File: config.mk
export PLATFORM = sky130hd
export DESIGN_NAME = bcd_counter_display
export DESIGN_NICKNAME = d
export VERILOG_FILES = /design/src/rtl/bcd_counter_display.sv
export SDC_FILE = /design/constraint.sdc
export NUM_CORES = 1
export LEC_CHECK = 0
export BUFFER_PORTS_ARGS = -buffer_cell sky130_fd_sc_hd__buf_4
export CORE_MARGIN = 4
export CORE_UTILIZATION = 40
export DETAILED_ROUTE_END_ITERATION = 6
export PLACE_DENSITY = 0.67
export RECOVER_POWER = 100
export SLEW_MARGIN = 20
export SYNTH_ARGS = -nofsm -noshare
export SYNTH_HDL_FRONTEND = slang
export SYNTH_SLANG_ARGS = --single-unit
export TNS_END_PERCENT = 1
File: constraint.sdc
create_clock -name clk -period 4.14 [get_ports clk]
set_clock_uncertainty 0.1 [all_clocks]
set_input_delay 0.414 -clock clk [delete_from_list [all_inputs] [get_ports clk]]
set_output_delay 0.414 -clock clk [all_outputs]
set_load 0.03 [all_outputs]
File: src/rtl/bcd_counter_display.sv
`default_nettype none
// ============================================================================
// Module   : bcd_counter_display
// Brief    : 4-digit up/down BCD counter stepped on synchronised clk_div rising
//            edges, with a time-multiplexed active-low 7-segment scan driver.
// Revision : 1.0
// ============================================================================
module bcd_counter_display #(
  parameter int REFRESH_COUNT = 50000,
  parameter int BLANK_LZ      = 0
) (
  input  logic        clk,
  input  logic        rst,
  input  logic        clk_div,
  input  logic        en,
  input  logic        up,
  input  logic        clr,
  output logic [15:0] count_bcd,
  output logic        tick,
  output logic [3:0]  an,
  output logic [6:0]  seg
);

  localparam int               REF_W    = $clog2(REFRESH_COUNT);
  localparam logic [REF_W-1:0] REF_LAST = REF_W'(REFRESH_COUNT - 1);

  logic             s1_q, s1_d, s2_q, s2_d, p_q, p_d;
  logic [15:0]      count_q, count_d, count_step;
  logic             tick_q, tick_d;
  logic [REF_W-1:0] refresh_q, refresh_d;
  logic [1:0]       sel_q, sel_d;
  logic [3:0]       an_q, an_d;
  logic [6:0]       seg_q, seg_d;
  logic             div_rise, step, carry, ref_wrap;
  logic [3:0]       digit, lz;

  function automatic logic [6:0] seg_decode(input logic [3:0] d);
    case (d)
      4'd0:    return 7'b1000000;
      4'd1:    return 7'b1111001;
      4'd2:    return 7'b0100100;
      4'd3:    return 7'b0110000;
      4'd4:    return 7'b0011001;
      4'd5:    return 7'b0010010;
      4'd6:    return 7'b0000010;
      4'd7:    return 7'b1111000;
      4'd8:    return 7'b0000000;
      4'd9:    return 7'b0010000;
      default: return 7'b1111111;
    endcase
  endfunction

  // Ripple the +1/-1 through the digits; carry/borrow stops at the first digit that does not wrap.
  always_comb begin
    count_step = count_q;
    carry      = 1'b1;
    for (int i = 0; i < 4; i++) begin
      if (carry) begin
        if (up) begin
          if (count_q[4*i +: 4] >= 4'd9) begin
            count_step[4*i +: 4] = 4'd0;
          end else begin
            count_step[4*i +: 4] = count_q[4*i +: 4] + 4'd1;
            carry                = 1'b0;
          end
        end else begin
          if (count_q[4*i +: 4] == 4'd0) begin
            count_step[4*i +: 4] = 4'd9;
          end else begin
            count_step[4*i +: 4] = count_q[4*i +: 4] - 4'd1;
            carry                = 1'b0;
          end
        end
      end
    end
  end

  always_comb begin
    s1_d     = clk_div;
    s2_d     = s1_q;
    p_d      = s2_q;
    div_rise = s2_q & ~p_q;
    step     = div_rise & en & ~clr;
    tick_d   = step;
    if (clr) begin
      count_d = 16'h0000;
    end else if (step) begin
      count_d = count_step;
    end else begin
      count_d = count_q;
    end
  end

  always_comb begin
    ref_wrap  = (refresh_q == REF_LAST);
    refresh_d = ref_wrap ? '0 : refresh_q + REF_W'(1);
    sel_d     = ref_wrap ? sel_q + 2'd1 : sel_q;
  end

  // Decode from the next-state count and select so an/seg load together and match count_bcd.
  always_comb begin
    lz    = 4'b0000;
    lz[1] = (count_d[15:4] == 12'd0);
    lz[2] = (count_d[15:8] == 8'd0);
    lz[3] = (count_d[15:12] == 4'd0);
    digit = 4'd0;
    case (sel_d)
      2'd0: digit = count_d[3:0];
      2'd1: digit = count_d[7:4];
      2'd2: digit = count_d[11:8];
      2'd3: digit = count_d[15:12];
      default: digit = 4'd0;
    endcase
    an_d  = ~(4'b0001 << sel_d);
    seg_d = ((BLANK_LZ != 0) && lz[sel_d]) ? 7'b1111111 : seg_decode(digit);
  end

  always_ff @(posedge clk or posedge rst) begin
    if (rst) begin
      s1_q      <= 1'b0;
      s2_q      <= 1'b0;
      p_q       <= 1'b0;
      count_q   <= 16'h0000;
      tick_q    <= 1'b0;
      refresh_q <= '0;
      sel_q     <= 2'd0;
      an_q      <= 4'b1110;
      seg_q     <= 7'b1000000;
    end else begin
      s1_q      <= s1_d;
      s2_q      <= s2_d;
      p_q       <= p_d;
      count_q   <= count_d;
      tick_q    <= tick_d;
      refresh_q <= refresh_d;
      sel_q     <= sel_d;
      an_q      <= an_d;
      seg_q     <= seg_d;
    end
  end

  assign count_bcd = count_q;
  assign tick      = tick_q;
  assign an        = an_q;
  assign seg       = seg_q;

endmodule
`default_nettype wire

==> impl_metrics.py <==
metrics = {
    "clock_tree": {
        "cts_tree": "built",
        "clock_path_buffers": 2,
        "cts_setup_buffers": 0,
        "root_buffer": "clkbuf_8",
        "clkSinkCount": 49,
        "ctsResizeCount": 0,
        "clk_latency_ns": 0.30,
        "cts_max_level": 2,
        "clk_pin_slew_ns": 0.09,
        "numCtsBuffers": 5,
        "cts_hold_buf": 0,
    },
    "sta": {
        "post-route-period-util": 0.874,
        "fin_tns_setup_ns": 0,
        "finalMaxSlewViolations": 50,
        "finalCriticalPeriod_ns": 3.62,
        "setup_ws_ns": 0.523,
        "worstMarginPinSlew_ns": 2.13,
        "hold_viol": 0,
        "rsz0062_at_grt": "no",
        "setup_viol": 0,
        "slew_headroom": -0.426,
        "fmax_mhz": 276,
    },
    "global_routing": {
        "grt_overflow": 0,
        "grt_first_pass_wirelength_um": 11600,
        "antenna_found_initial": 0,
        "grt_max_degree": 50,
        "grt_pass1_vias": 2407,
        "grt_use_total": 0.146,
    },
    "place": {
        "gp_congestion": 0.823,
        "preCtsSetupSlack_ns": 0.665,
        "place_hpwl_um": 4770,
        "portBuffers": 33,
    },
    "setup_path": {
        "cp_max_fo": 10,
        "required_ns": 4.22,
        "crit_path_end_kind": "register",
        "worstSetupPathType": "reg2reg",
        "worstPathArrival_ns": 3.70,
        "start_kind": "register",
    },
    "logic_synthesis": {
        "synthCells": 331,
        "synth.distinct_cells": 72,
        "syn-mean-instance-area_um2": 9.69,
        "synth_flop_cell": "dfrtp_1",
        "synth_edf_count": 0,
        "ys_warn_count": 0,
        "synth_nets": 355,
        "syn_area_mm2": 0.00321,
        "seq_area_frac_synth": 0.384,
        "ys_ff_latch": 49,
        "async_flop_share": 1.00,
    },
    "floorplan": {
        "die_w_um": 97.6,
        "rows": 32,
        "die_y_um": 97.6,
        "dieArea_mm2": 0.00952,
        "ioPinCount": 34,
        "start_util": 0.413,
        "core_region_area_mm2": 0.00777,
    },
    "drt": {
        "via_per_inst": 5.34,
        "wl_per_cell_um": 14.5,
        "dr_total_vias": 2429,
        "first_iter_violations": 102,
        "drtAntennaViolNets": 0,
        "drc": 0,
        "drt_wl_total_um": 6590,
        "first_pass_iters": 4,
    },
    "cells_and_area": {
        "antennaDiodeCount": 0,
        "n_fill_cell": 798,
        "nNetsFinal": 376,
        "synthToLayoutAreaGrowth_pct": 7.49,
        "regArea_mm2": 0.00123,
        "multi_input_area_mm2": 0.00174,
        "drive_above_1_share": 0.0963,
    },
    "status": {
        "status": "finished, violations left",
        "violations": "max-capacitance violations, max-slew violations",
    },
    "pwr": {
        "p_leak_nw": 1.48,
        "power_density_mw_per_mm2": 267,
        "ir_worst_vdd_mv": 0.148,
    },
    "flow_run": {
        "cap_violations": 1,
    },
    "worst_hold_path": {
        "min_path_type": "in2reg",
    },
}
placed cells by master (no fill, tap or decap), types with 4 or more instances in the layout:
cell | Yosys | routed
a31oi_1 | 6 | 6
nand3b_1 | 4 | 4
and3_1 | 8 | 8
o21ai_0 | 16 | 16
dfrtp_1 | 45 | 45
ha_1 | 18 | 18
clkbuf_8 | 0 | 5
nand2b_1 | 6 | 6
inv_1 | 25 | 25
xor2_1 | 9 | 9
a21oi_1 | 13 | 13
nor3_1 | 8 | 8
nor2_1 | 30 | 31
clkbuf_1 | 8 | 29
xnor2_1 | 11 | 11
nand2_1 | 14 | 14
mux2i_1 | 8 | 8
nand3_1 | 10 | 10
dfstp_2 | 4 | 4
per-layer routing:
metal / vias to the layer above / GRT usage / wire length [um]
met2: 60 / 0.227 / 3000
met4: 0 / 0.0362 / 44
met5: - / 0 / 0
met1: 1161 / 0.209 / 3220
met3: 4 / 0.0273 / 323
li1: 1204 / - / -
synth_stat cells (all sizes together) (7+ instances only):
cell type / n / area share
dfrtp: 45 / 0.35
ha: 18 / 0.070
xnor2: 11 / 0.030
clkbuf: 8 / 0.0094
a21oi: 14 / 0.023
nor2: 31 / 0.037
mux2i: 8 / 0.025
xor2: 9 / 0.025
or3b: 7 / 0.021
nor3: 9 / 0.018
o21ai: 16 / 0.025
and3: 8 / 0.016
inv: 26 / 0.030
nand2: 14 / 0.016
buf: 11 / 0.028
nand3: 10 / 0.016
worst max-delay path: stages (launching register included):
cell	delay [ns]
dfrtp_1	0.48
inv_1	0.11
ha_1	0.25
nor3b_1	0.44
or2_0	0.31
and4_1	0.36
mux2i_1	0.28
mux2i_1	0.12
a221o_1	0.52
nor3_2	0.39
a22oi_2	0.14
area by class of cell:
type                            count  share of cell area
Clock buffer                        6              0.0210
Clock inverter                      2              0.0102
Inverter                           26              0.0287
Multi-Input combinational cell    237               0.505
Sequential cell                    49               0.357
Tap cell                          102              0.0370
Timing Repair Buffer               33              0.0414
power breakdown:
part | leakage, nW | switching (mW) | internal [mW]
Sequential | 0.646 | 0.00657 | 0.486
Clock | 0.0552 | 0.157 | 0.179
Combinational | 0.779 | 0.0603 | 0.0324
registers in the layout, summed over array words and instances (netlist names):
signal,cells
refresh_q,16
s1_q,1
p_d,1
count_bcd,16
p_q,1
sel_q,2
tick,1
an,4
seg,7
stage by stage:
| stage | area [um^2] | std cells | util | total power [mW] | hold slack, ns |
|---|---|---|---|---|---|
| floorplan | 3210 | 331 | - | 0.574 | 0.231 |
| global placement | 3460 | 447 | 0.446 | 0.600 | 0.233 |
| detailed placement | 3460 | 447 | 0.446 | 0.601 | 0.242 |
| CTS | 3570 | 455 | 0.460 | 0.941 | 0.0977 |
| global route | 3450 | 455 | 0.444 | 0.969 | 0.106 |
| finish | 3450 | 455 | 0.444 | 0.922 | 0.129 |
logic make-up after synthesis:
kind of cell / share of synthesized area
mux: 0.0530
buf+inv: 0.0682
compound gates: 0.153
simple gates: 0.217
fa+ha+maj: 0.0702
flops: 0.384
xor+xnor: 0.0546
worst paths after layout:
path / from / end / slack [ns] / cells past startpoint
hold / removal: clk_div / s1_q / 0.13 / 1
setup / recovery: count_bcd[0] / seg[3] / 0.52 / 10
hold reg to reg: s1_q / p_d / 0.26 / 0
min in group asynchronous: rst / s1_q / 0.55 / 2
setup reg to reg: count_bcd[0] / seg[3] / 0.52 / 10
max in group asynchronous: rst / refresh_q[2] / 2.39 / 2
Power figures use the tool's default switching activity.
